--- src/rtl/stick_scan_sequencer.sv ---
// -----------------------------------------------------------------------------
// stick_scan_sequencer
//
// Purpose:
//   Time-multiplexes one shared phase-generator / signal-generator / channel
//   DSP chain across NUM_STICKS drum sticks. Sticks are visited in round-robin
//   order. For each stick the sequencer:
//     - loads that stick's phase-increment word;
//     - clears the channel;
//     - waits for the chain to settle;
//     - issues SAMPLES_PER_SCAN evenly spaced sample strobes;
//     - collects the channel magnitude (or times out);
//     - presents the result, tagged with the stick index, on a valid/ready
//       result port.
//
// Optional feature (compile-time macro STICK_MASK_EN):
//   Adds input stick_mask. Sticks whose mask bit is 0 are skipped when the next
//   stick is chosen. An all-zero mask parks the sequencer in IDLE.
//
// Ports:
//   aclk              in   clock
//   areset            in   asynchronous active-high reset
//   enable            in   run scanning
//   cfg_freq          in   packed per-stick phase-increment words
//                          (stick i at [i*CFG_WIDTH +: CFG_WIDTH])
//   stick_mask        in   per-stick enable (STICK_MASK_EN builds only)
//   phase_cfg_data    out  phase-increment word for the current stick
//   phase_tready      out  one-cycle sample strobe
//   chan_clear        out  one-cycle channel accumulator clear
//   magnitude_tdata   in   channel magnitude
//   magnitude_tvalid  in   channel magnitude valid
//   result_tdata      out  captured magnitude (0 on timeout)
//   result_tuser      out  stick index of the result
//   result_err        out  result was produced by the timeout
//   result_tvalid     out  result valid
//   result_tready     in   result accepted
//   busy              out  sequencer is not idle
// -----------------------------------------------------------------------------
module stick_scan_sequencer #(
    parameter int NUM_STICKS       = 2,
    parameter int CFG_WIDTH        = 13,
    parameter int MAG_WIDTH        = 24,
    parameter int SAMPLE_DIV       = 100,
    parameter int SAMPLES_PER_SCAN = 64,
    parameter int SETTLE_CYCLES    = 16,
    parameter int TIMEOUT_CYCLES   = 4096,
    localparam int IDX_W           = (NUM_STICKS > 1) ? $clog2(NUM_STICKS) : 1
) (
    input  logic                            aclk,
    input  logic                            areset,
    input  logic                            enable,
    input  logic [NUM_STICKS*CFG_WIDTH-1:0] cfg_freq,
`ifdef STICK_MASK_EN
    input  logic [NUM_STICKS-1:0]           stick_mask,
`endif
    output logic [CFG_WIDTH-1:0]            phase_cfg_data,
    output logic                            phase_tready,
    output logic                            chan_clear,
    input  logic [MAG_WIDTH-1:0]            magnitude_tdata,
    input  logic                            magnitude_tvalid,
    output logic [MAG_WIDTH-1:0]            result_tdata,
    output logic [IDX_W-1:0]                result_tuser,
    output logic                            result_err,
    output logic                            result_tvalid,
    input  logic                            result_tready,
    output logic                            busy
);

    localparam int SET_W = $clog2(SETTLE_CYCLES + 1);
    localparam int DIV_W = $clog2(SAMPLE_DIV + 1);
    localparam int STB_W = $clog2(SAMPLES_PER_SCAN + 1);
    localparam int TMO_W = $clog2(TIMEOUT_CYCLES + 1);

    localparam logic [SET_W-1:0] SETTLE_LAST = SET_W'(SETTLE_CYCLES - 1);
    localparam logic [DIV_W-1:0] DIV_PRE     = DIV_W'(SAMPLE_DIV - 1);
    localparam logic [DIV_W-1:0] DIV_TERM    = DIV_W'(SAMPLE_DIV);
    localparam logic [STB_W-1:0] STB_LAST    = STB_W'(SAMPLES_PER_SCAN - 1);
    localparam logic [TMO_W-1:0] TMO_LAST    = TMO_W'(TIMEOUT_CYCLES - 1);

    typedef enum logic [2:0] {
        IDLE,
        LOAD,
        SETTLE,
        SAMPLE,
        WAIT_MAG,
        OUTPUT
    } state_t;

    state_t             state;
    logic [IDX_W-1:0]   idx;
    logic [SET_W-1:0]   settle_cnt;
    logic [DIV_W-1:0]   div_cnt;
    logic [STB_W-1:0]   strobe_cnt;
    logic [TMO_W-1:0]   timeout_cnt;

    // Unpacked view of the config words so the stick index selects directly.
    logic [CFG_WIDTH-1:0] cfg_words [NUM_STICKS];

    for (genvar g = 0; g < NUM_STICKS; g++) begin : g_cfg
        assign cfg_words[g] = cfg_freq[g*CFG_WIDTH +: CFG_WIDTH];
    end

    // Returns {found, index}: the first usable stick at or after the
    // candidate, wrapping. Without the mask every stick is usable.
    function automatic logic [IDX_W:0] pick_stick(input int cand);
        int j;
        pick_stick = '0;
`ifdef STICK_MASK_EN
        // Scan downwards so the nearest set bit is the one that sticks.
        for (int k = NUM_STICKS - 1; k >= 0; k--) begin
            j = (cand + k) % NUM_STICKS;
            if (stick_mask[IDX_W'(j)]) begin
                pick_stick = {1'b1, IDX_W'(j)};
            end
        end
`else
        j = cand % NUM_STICKS;
        pick_stick = {1'b1, IDX_W'(j)};
`endif
    endfunction

    logic [IDX_W:0]       pick_first;
    logic [IDX_W:0]       pick_next;
    logic [CFG_WIDTH-1:0] cfg_first;
    logic [CFG_WIDTH-1:0] cfg_next;

    // Candidate selection is resolved combinationally so the FSM below only
    // has to act on the result: from IDLE the search starts at stick 0,
    // after a handshake it starts at the stick after the current one.
    always_comb begin
        pick_first = pick_stick(0);
        pick_next  = pick_stick(int'(idx) + 1);
        cfg_first  = cfg_words[pick_first[IDX_W-1:0]];
        cfg_next   = cfg_words[pick_next[IDX_W-1:0]];
    end

    // Main sequencer. All outputs are registered and are updated on the
    // transition into the state they belong to, so chan_clear is high exactly
    // during LOAD and phase_tready exactly during the terminal divider cycle.
    always_ff @(posedge aclk or posedge areset) begin
        if (areset) begin
            state          <= IDLE;
            idx            <= '0;
            settle_cnt     <= '0;
            div_cnt        <= '0;
            strobe_cnt     <= '0;
            timeout_cnt    <= '0;
            phase_cfg_data <= '0;
            phase_tready   <= 1'b0;
            chan_clear     <= 1'b0;
            result_tdata   <= '0;
            result_tuser   <= '0;
            result_err     <= 1'b0;
            result_tvalid  <= 1'b0;
            busy           <= 1'b0;
        end else begin
            unique case (state)
                IDLE: begin
                    if (enable && pick_first[IDX_W]) begin
                        idx            <= pick_first[IDX_W-1:0];
                        phase_cfg_data <= cfg_first;
                        chan_clear     <= 1'b1;
                        busy           <= 1'b1;
                        state          <= LOAD;
                    end
                end

                LOAD: begin
                    chan_clear <= 1'b0;
                    settle_cnt <= '0;
                    state      <= SETTLE;
                end

                SETTLE: begin
                    if (settle_cnt == SETTLE_LAST) begin
                        settle_cnt <= '0;
                        div_cnt    <= DIV_W'(1);
                        strobe_cnt <= '0;
                        state      <= SAMPLE;
                    end else begin
                        settle_cnt <= settle_cnt + SET_W'(1);
                    end
                end

                // div_cnt holds the 1-based position of the current cycle in
                // the sample period; the strobe is raised one cycle early so
                // that it is visible during the terminal cycle itself.
                SAMPLE: begin
                    if (div_cnt == DIV_TERM) begin
                        phase_tready <= 1'b0;
                        if (strobe_cnt == STB_LAST) begin
                            strobe_cnt  <= '0;
                            div_cnt     <= '0;
                            timeout_cnt <= '0;
                            state       <= WAIT_MAG;
                        end else begin
                            strobe_cnt <= strobe_cnt + STB_W'(1);
                            div_cnt    <= DIV_W'(1);
                        end
                    end else begin
                        phase_tready <= (div_cnt == DIV_PRE);
                        div_cnt      <= div_cnt + DIV_W'(1);
                    end
                end

                // A valid magnitude takes priority over a coincident timeout.
                WAIT_MAG: begin
                    if (magnitude_tvalid) begin
                        result_tdata  <= magnitude_tdata;
                        result_err    <= 1'b0;
                        result_tuser  <= idx;
                        result_tvalid <= 1'b1;
                        state         <= OUTPUT;
                    end else if (timeout_cnt == TMO_LAST) begin
                        result_tdata  <= '0;
                        result_err    <= 1'b1;
                        result_tuser  <= idx;
                        result_tvalid <= 1'b1;
                        state         <= OUTPUT;
                    end else begin
                        timeout_cnt <= timeout_cnt + TMO_W'(1);
                    end
                end

                // Result is held until accepted; a dropped enable only takes
                // effect here, so the current stick always completes.
                OUTPUT: begin
                    if (result_tready) begin
                        result_tvalid <= 1'b0;
                        if (enable && pick_next[IDX_W]) begin
                            idx            <= pick_next[IDX_W-1:0];
                            phase_cfg_data <= cfg_next;
                            chan_clear     <= 1'b1;
                            state          <= LOAD;
                        end else begin
                            idx   <= '0;
                            busy  <= 1'b0;
                            state <= IDLE;
                        end
                    end
                end

                default: begin
                    busy  <= 1'b0;
                    state <= IDLE;
                end
            endcase
        end
    end

endmodule

--- config.mk ---
export PLATFORM = sky130hd
export DESIGN_NAME = stick_scan_sequencer
export DESIGN_NICKNAME = d
export VERILOG_FILES = /design/src/rtl/stick_scan_sequencer.sv
export SDC_FILE = /design/constraint.sdc
export NUM_CORES = 1
export LEC_CHECK = 0
export CORE_ASPECT_RATIO = 0.8
export CORE_UTILIZATION = 49
export CTS_CLUSTER_SIZE = 30
export DETAILED_ROUTE_END_ITERATION = 8
export PLACE_DENSITY = 0.8
export SETUP_SLACK_MARGIN = 0.3
export SYNTH_ARGS = -nofsm -noshare
export SYNTH_HDL_FRONTEND = slang
export SYNTH_SLANG_ARGS = --single-unit
--- constraint.sdc ---
create_clock -name aclk -period 3.1 [get_ports aclk]
set_input_delay 0.62 -clock aclk [delete_from_list [all_inputs] [get_ports aclk]]
set_output_delay 0.62 -clock aclk [all_outputs]
set_load 0.01 [all_outputs]
==> results of run 1 <==
==> sequential cells by signal (all words and copies together) (netlist names) <==
register        flops
busy                1
result_err          1
result_tvalid       1
div_cnt             7
state               3
settle_cnt          5
idx                 1
result_tdata       24
chan_clear          1
strobe_cnt          7
timeout_cnt        13
phase_cfg_data     13
phase_tready        1
result_tuser        1
==> worst min-delay path by stage <==
| stage | start | cells past startpoint | end | slack (ns) |
|---|---|---|---|---|
| global route | result_tdata[11] | 1 | result_tdata[11] | 0.52 |
| CTS | strobe_cnt[6] | 1 | strobe_cnt[6] | 0.50 |
| detailed placement | strobe_cnt[6] | 1 | strobe_cnt[6] | 0.48 |
| floorplan | strobe_cnt[6] | 1 | strobe_cnt[6] | 0.45 |
| global placement | strobe_cnt[6] | 1 | strobe_cnt[6] | 0.47 |
| finish | strobe_cnt[6] | 1 | strobe_cnt[6] | 0.50 |
==> layer usage <==
layer	wire length (um)	vias to the layer above	GRT usage, %
li1	-	1630	-
met2	4542	131	38.26
met4	53	0	7.571
met3	766	7	6.902
met5	0	-	0
met1	4238	1655	32.21
==> metrics by stage <==
stage | cell area (um^2) | utilization, %
global route | 5269 | 69.63
floorplan | 3934 | -
global placement | 5047 | 66.70
CTS | 5269 | 69.63
detailed placement | 5047 | 66.70
finish | 5269 | 69.63
==> cell usage after synthesis, types with 6 or more instances <==
master | number | area [um^2]
a22o_1 | 27 | 236.5
a211o_1 | 7 | 61.31
nor4_1 | 6 | 37.54
a21oi_1 | 31 | 155.2
nand2_1 | 19 | 71.32
mux2i_1 | 16 | 160.2
nand4_1 | 6 | 37.54
o21ai_0 | 13 | 65.06
nand3_1 | 19 | 95.09
inv_1 | 9 | 33.78
nor2_1 | 20 | 75.07
dfrtp_1 | 79 | 1977
o211ai_1 | 14 | 105.1
clkbuf_1 | 16 | 60.06
==> cell type report <==
cell class / instances / share of cell area [%]
Clock buffer: 10 / 2.422
Clock inverter: 6 / 1.781
Inverter: 11 / 0.7837
Multi-Input combinational cell: 264 / 34.62
Sequential cell: 79 / 37.52
Tap cell: 105 / 2.493
Timing Repair Buffer: 109 / 20.38
==> power by group <==
| part | leakage, uW | internal [uW] | switching (uW) | total, uW |
|---|---|---|---|---|
| Combinational | 0.00106 | 474 | 512 | 986 |
| Clock | 0.000107 | 459 | 385 | 844 |
| Sequential | 0.00101 | 1180 | 144 | 1330 |
==> worst reg2reg max path: cells and delay by family (launching register included) <==
kind	cells	cell delay (ns)
flops	1	0.73
simple gates	1	0.62
compound gates	2	0.65
buf+inv	1	0.21
==> layout by cell type (no fill, tap or decap), types with 3 or more instances in the layout <==
cell type        count
a22o_1              27
mux2i_1             16
dfrtp_1             79
nand2_1             19
a21oi_1             31
nor4_1               6
and3_1               5
o21a_1               4
nand3b_1             3
o21ai_0             13
nor2_1              20
nor3b_1              3
clkdlybuf4s50_1     97
buf_4               11
o211ai_1            14
a31oi_1              5
o2bb2ai_1            3
inv_1                8
nand2b_1             3
nand4_1              6
nand3_1             19
a211o_1              7
nor3_1               5
ha_1                 5
clkbuf_8             9
or3_1                5
o22ai_1              3
==> cells by family (layout without fill, tap and decap cells) <==
logic type	Yosys count	in the layout
and+or+nand+nor	111	111
DFF	79	79
buffers and inverters	35	136
AOI/OAI and AO/OA	129	129
adders and majority gates	5	5
xor gates and xnor gates	2	2
muxes	17	17
==> results.py, run 1 <==
metrics = {
    "timing": {
        "hold_ws_ns": 0.4965,
        "finClkSkew_ns": 0.009706,
        "grt_setup_unrepaired": "false",
        "finalHoldViolCount": 0,
        "maxSlewHeadroom_pct": 51.72,
        "finalWorstSetupSlack_ns": 0.7823,
        "fmax_mhz": 431.5,
        "tns_ns": 0,
        "period_share_pct": 74.76,
        "period_minus_slack_ns": 2.318,
        "setup_violations": 0,
        "slew_viol_final": 0,
        "worstMarginPinSlew_ns": 0.7166,
    },
    "cells_and_area": {
        "fill_cells": 599,
        "fin_nets": 534,
        "multi_input_area_um2": 1824,
        "area_growth_pct": 33.94,
        "final_cells": 584,
        "drive_gt1_share_pct": 8.559,
        "antennaDiodeCount": 0,
        "regArea_um2": 1977,
    },
    "detailed_routing": {
        "vias": 3423,
        "vias_per_cell": 5.861,
        "drt-pass1-iter-count": 4,
        "dr.first_iter.drc_count": 154,
        "drc": 0,
        "wirelength_um": 9600,
        "antenna_left": 0,
        "post_drt_wl_per_cell_um": 16.44,
    },
    "logic_synthesis": {
        "synth-seq-cells": 79,
        "avgSynthCellArea_um2": 10.41,
        "ys_types": 63,
        "synth_fa_ha_area_share_pct": 1.590,
        "synth_ff_type": "dfrtp_1",
        "synth-simple-area-share_pct": 16.16,
        "synth_top_family_by_area": "compound AO/OA/AOI/OAI gates",
        "synthMuxAreaShare_pct": 4.358,
        "ys_seq_area_share_pct": 50.25,
        "syn-num-nets": 438,
        "synthesis.area_um2": 3934,
        "synth_compound_area_share_pct": 23.51,
        "synth_edf_count": 0,
        "synthCells": 378,
        "ys_warn_count": 0,
        "synth_xor_area_share_pct": 0.4453,
        "async_flop_share_pct": 100.0,
    },
    "setup_path": {
        "r2r_end": "timeout_cnt[4]",
        "crit_path_end": "timeout_cnt[4]",
        "crit_slowest_cell": "dfrtp_1",
        "endpoint_kind": "register",
        "max_stage_delay_ns": 0.73,
        "cpLargestDelayFamily": "flip-flops",
        "ff2ff_setup_slack_ns": 0.78,
        "worst-path-buf-inv": 1,
        "cp-startpoint": "state[1]",
        "reg2regPathDepth": 4,
        "cp.arrival_ns": 2.55,
        "critPathLaunchType": "register",
        "path_cells": "inv_2, or3_1, o21a_4, a211o_1",
        "cp.depth": 4,
        "worstReg2RegStart": "state[1]",
        "crit_fanout": 17,
        "worstPathRequired_ns": 3.34,
        "critPathKind": "reg -> reg",
    },
    "cts": {
        "root_buffer": "clkbuf_8",
        "clk_latency_ns": 0.35,
        "clk_path_buf_depth": 2,
        "cts_buffers": 9,
        "cts_setup_buffers": 0,
        "cts_tree": "built",
        "cts.clk_slew.worst_paths_ns": 0.08,
        "cts-hold-fix-buffers": 0,
        "cts_resized": 0,
        "htree_levels": 3,
        "cts_sinks": 79,
    },
    "hold_path": {
        "hp-class": "reg -> reg",
    },
    "floorplan": {
        "die_w_um": 102.2,
        "num_rows": 28,
        "die_y_um": 82.14,
        "coreArea_um2": 7567,
        "io_pins": 98,
        "die-area_um2": 8393,
        "initial_utilization_pct": 51.98,
    },
    "power_and_ir_drop": {
        "p_leak_uw": 0.002177,
        "power.density_nw_per_um2": 598.9,
        "vdd_drop_max_uv": 337.3,
        "total_power_uw": 3155,
    },
    "global_route": {
        "grt_pass1_vias": 3264,
        "grt_start_max_net_pins": 33,
        "grt_usage_pct": 24.11,
        "grt_overflow": 0,
        "grt_pass1_wl_um": 15540,
        "grt_antenna_before_repair": 0,
    },
    "placement": {
        "hpwl_um": 6889,
        "place_inst": 568,
        "portBuffers": 97,
        "gp_congestion": 0.8440,
        "place_ws_ns": 0.8195,
    },
    "flow_run": {
        "maxCapViolations": 0,
    },
    "outcome": {
        "status": "completed",
    },
}
No activity file was read; power rests on OpenSTA's default activity.
==> run 2: changes to the inputs <==
==> constraint.sdc (replaced) <==
create_clock -name aclk -period 2.4 [get_ports aclk]
set_input_delay 0.48 -clock aclk [delete_from_list [all_inputs] [get_ports aclk]]
set_output_delay 0.48 -clock aclk [all_outputs]
set_load 0.01 [all_outputs]
==> results.py, run 2 (synthesis gave the netlist of run 1 again) <==
metrics = {
    "setup_path": {
        "cp-startpoint": "div_cnt[0]",
        "endpoint_kind": "register",
        "worst-path-buf-inv": 1,
        "critPathKind": "reg -> reg",
        "worstReg2RegStart": "div_cnt[0]",
        "crit_slowest_cell": "or4_4",
        "worstPathRequired_ns": 2.64,
        "crit_fanout": 8,
        "ff2ff_setup_slack_ns": 0.35,
        "reg2regPathDepth": 6,
        "path_cells": "inv_1, ha_2, nand2_2, or4_4, o21a_4, a211o_1",
        "cp.arrival_ns": 2.29,
        "max_stage_delay_ns": 0.61,
        "critPathLaunchType": "register",
        "cpLargestDelayFamily": "simple AND/OR/NAND/NOR gates",
        "r2r_end": "timeout_cnt[3]",
    },
    "timing": {
        "maxSlewHeadroom_pct": 59.09,
        "finalHoldViolCount": 0,
        "setup_violations": 0,
        "period_share_pct": 85.37,
        "worstMarginPinSlew_ns": 0.6058,
        "finClkSkew_ns": 0.008810,
        "tns_ns": 0,
        "slew_viol_final": 0,
        "period_minus_slack_ns": 2.049,
        "hold_ws_ns": 0.4856,
        "fmax_mhz": 488.1,
        "grt_setup_unrepaired": "false",
    },
    "floorplan": {
        "die_y_um": 82.14,
        "initial_utilization_pct": 51.98,
        "num_rows": 28,
        "die-area_um2": 8393,
        "io_pins": 98,
        "coreArea_um2": 7567,
        "die_w_um": 102.2,
    },
    "cells_and_area": {
        "most-common-layout-cells": "clkdlybuf4s50_1 (97), dfrtp_1 (79), a21oi_1 (31)",
        "final_cells": 593,
        "largest-register": "result_tdata",
        "final_cell_area_um2": 5324,
        "fin_nets": 543,
        "final_common_cell": "clkdlybuf4s50_1",
        "fill_cells": 574,
        "reg.largest.list": "result_tdata x24, phase_cfg_data x13, timeout_cnt x13",
        "largest_reg_flops": 24,
        "antennaDiodeCount": 0,
        "final_core_util_pct": 70.35,
        "area_growth_pct": 35.34,
        "drive_gt1_share_pct": 10.86,
    },
    "cts": {
        "cts.clk_slew.worst_paths_ns": 0.09,
        "cts_sinks": 79,
        "clk_latency_ns": 0.35,
        "cts_tree": "built",
        "clk_path_buf_depth": 2,
        "root_buffer": "clkbuf_8",
        "cts_buffers": 9,
        "htree_levels": 3,
        "cts-hold-fix-buffers": 0,
    },
    "detailed_routing": {
        "vias_per_cell": 5.865,
        "wl_met2_um": 4761,
        "post_drt_wl_per_cell_um": 16.75,
        "drt-pass1-iter-count": 4,
        "highest_layer": "met4",
        "dr.first_iter.drc_count": 230,
        "wirelength_um": 9933,
        "drt-met1-wl_um": 4367,
        "vias": 3478,
        "drc": 0,
        "antenna_left": 0,
        "met3_length_um": 674,
    },
    "power_and_ir_drop": {
        "power.internal_uw": 2677,
        "p_leak_uw": 0.002194,
        "p_seq_share_pct": 41.4,
        "power.share.clock_pct": 24.4,
        "comb_power_share_pct": 34.1,
        "switching_power_uw": 1364,
        "power.density_nw_per_um2": 759.1,
        "netSwitchingFraction_pct": 33.75,
        "vdd_drop_max_uv": 595.2,
    },
    "global_route": {
        "grt_pass1_vias": 3247,
        "grt_usage_pct": 24.14,
        "grt_pass1_wl_um": 15500,
        "grt_antenna_before_repair": 0,
        "grt_overflow": 0,
        "grt_start_max_net_pins": 42,
    },
    "hold_path": {
        "min_from": "phase_tready",
        "min_delay_path_depth": 2,
        "worst_hold_path.endpoint": "phase_tready",
        "hp-class": "reg -> reg",
    },
    "placement": {
        "dpl-instance-area_um2": 5089,
        "hpwl_um": 6927,
        "gp_congestion": 0.8655,
        "place_inst": 573,
        "portBuffers": 97,
    },
    "flow_run": {
        "maxCapViolations": 0,
    },
    "outcome": {
        "status": "completed",
    },
}
[run 2: area by class of cell]
class                           count  area, um^2  area share (%)
Clock buffer                       10       127.6           2.397
Clock inverter                      6       70.07           1.316
Inverter                           11       45.04          0.8461
Multi-Input combinational cell    264        1834           34.45
Sequential cell                    79        1977           37.13
Tap cell                          105       131.4           2.468
Timing Repair Buffer              118        1139           21.39
[run 2: timing repair]
item / CTS / global route
buffers inserted: 0 / 4
resized for setup: 0 / 3
setup endpoints to repair: 0 / 7
[run 2: worst reg2reg max path, cell delays in order (launching register included)]
cell and delay [ns]:
dfrtp_1 0.40, inv_1 0.09, ha_2 0.19, nand2_2 0.07
or4_4 0.61, o21a_4 0.28, a211o_1 0.30
[run 2: worst max-delay path by stage]
stage                      end  slack [ns]  depth (start not counted)
2_1_floorplan   timeout_cnt[2]        0.44                          7
3_3_place_gp    timeout_cnt[4]        0.34                          5
3_5_place_dp   timeout_cnt[11]        0.29                          5
4_1_cts        timeout_cnt[11]        0.32                          6
5_1_grt         timeout_cnt[5]        0.29                          6
6_report        timeout_cnt[3]        0.35                          6
[run 2: power groups by stage]
stage,clock network (uW),logic [uW],registers (uW)
after detailed placement,0,1320,1700
after floorplan,0,708,1730
after global routing,1070,1500,1700
after global placement,0,1290,1690
final,988,1380,1670
after CTS,1010,1340,1680
[run 2: stage by stage]
stage                     worst slack, ns  total power, uW
after floorplan                    0.4442             2435
after global placement             0.3422             2975
after detailed placement           0.2906             3028
after CTS                          0.3221             4035
after global routing               0.2867             4266
final                              0.3511             4041
[run 2: routing by layer]
layer  GRT usage, %  vias up
met1          32.44     1693
met5              0        -
met4          6.714        0
met2          38.66      120
li1               -     1655
met3          6.650       10
==> run 3: changes to the inputs <==
--- a/config.mk
+++ b/config.mk
@@ -11,6 +11,8 @@
 export DETAILED_ROUTE_END_ITERATION = 8
 export PLACE_DENSITY = 0.8
 export SETUP_SLACK_MARGIN = 0.3
+export SKIP_CTS_REPAIR_TIMING = 1
+export SLEW_MARGIN = 20
 export SYNTH_ARGS = -nofsm -noshare
 export SYNTH_HDL_FRONTEND = slang
 export SYNTH_SLANG_ARGS = --single-unit
==> results of run 3 <==
No change in the layout: final DEF, timing and power equal those of run 2.
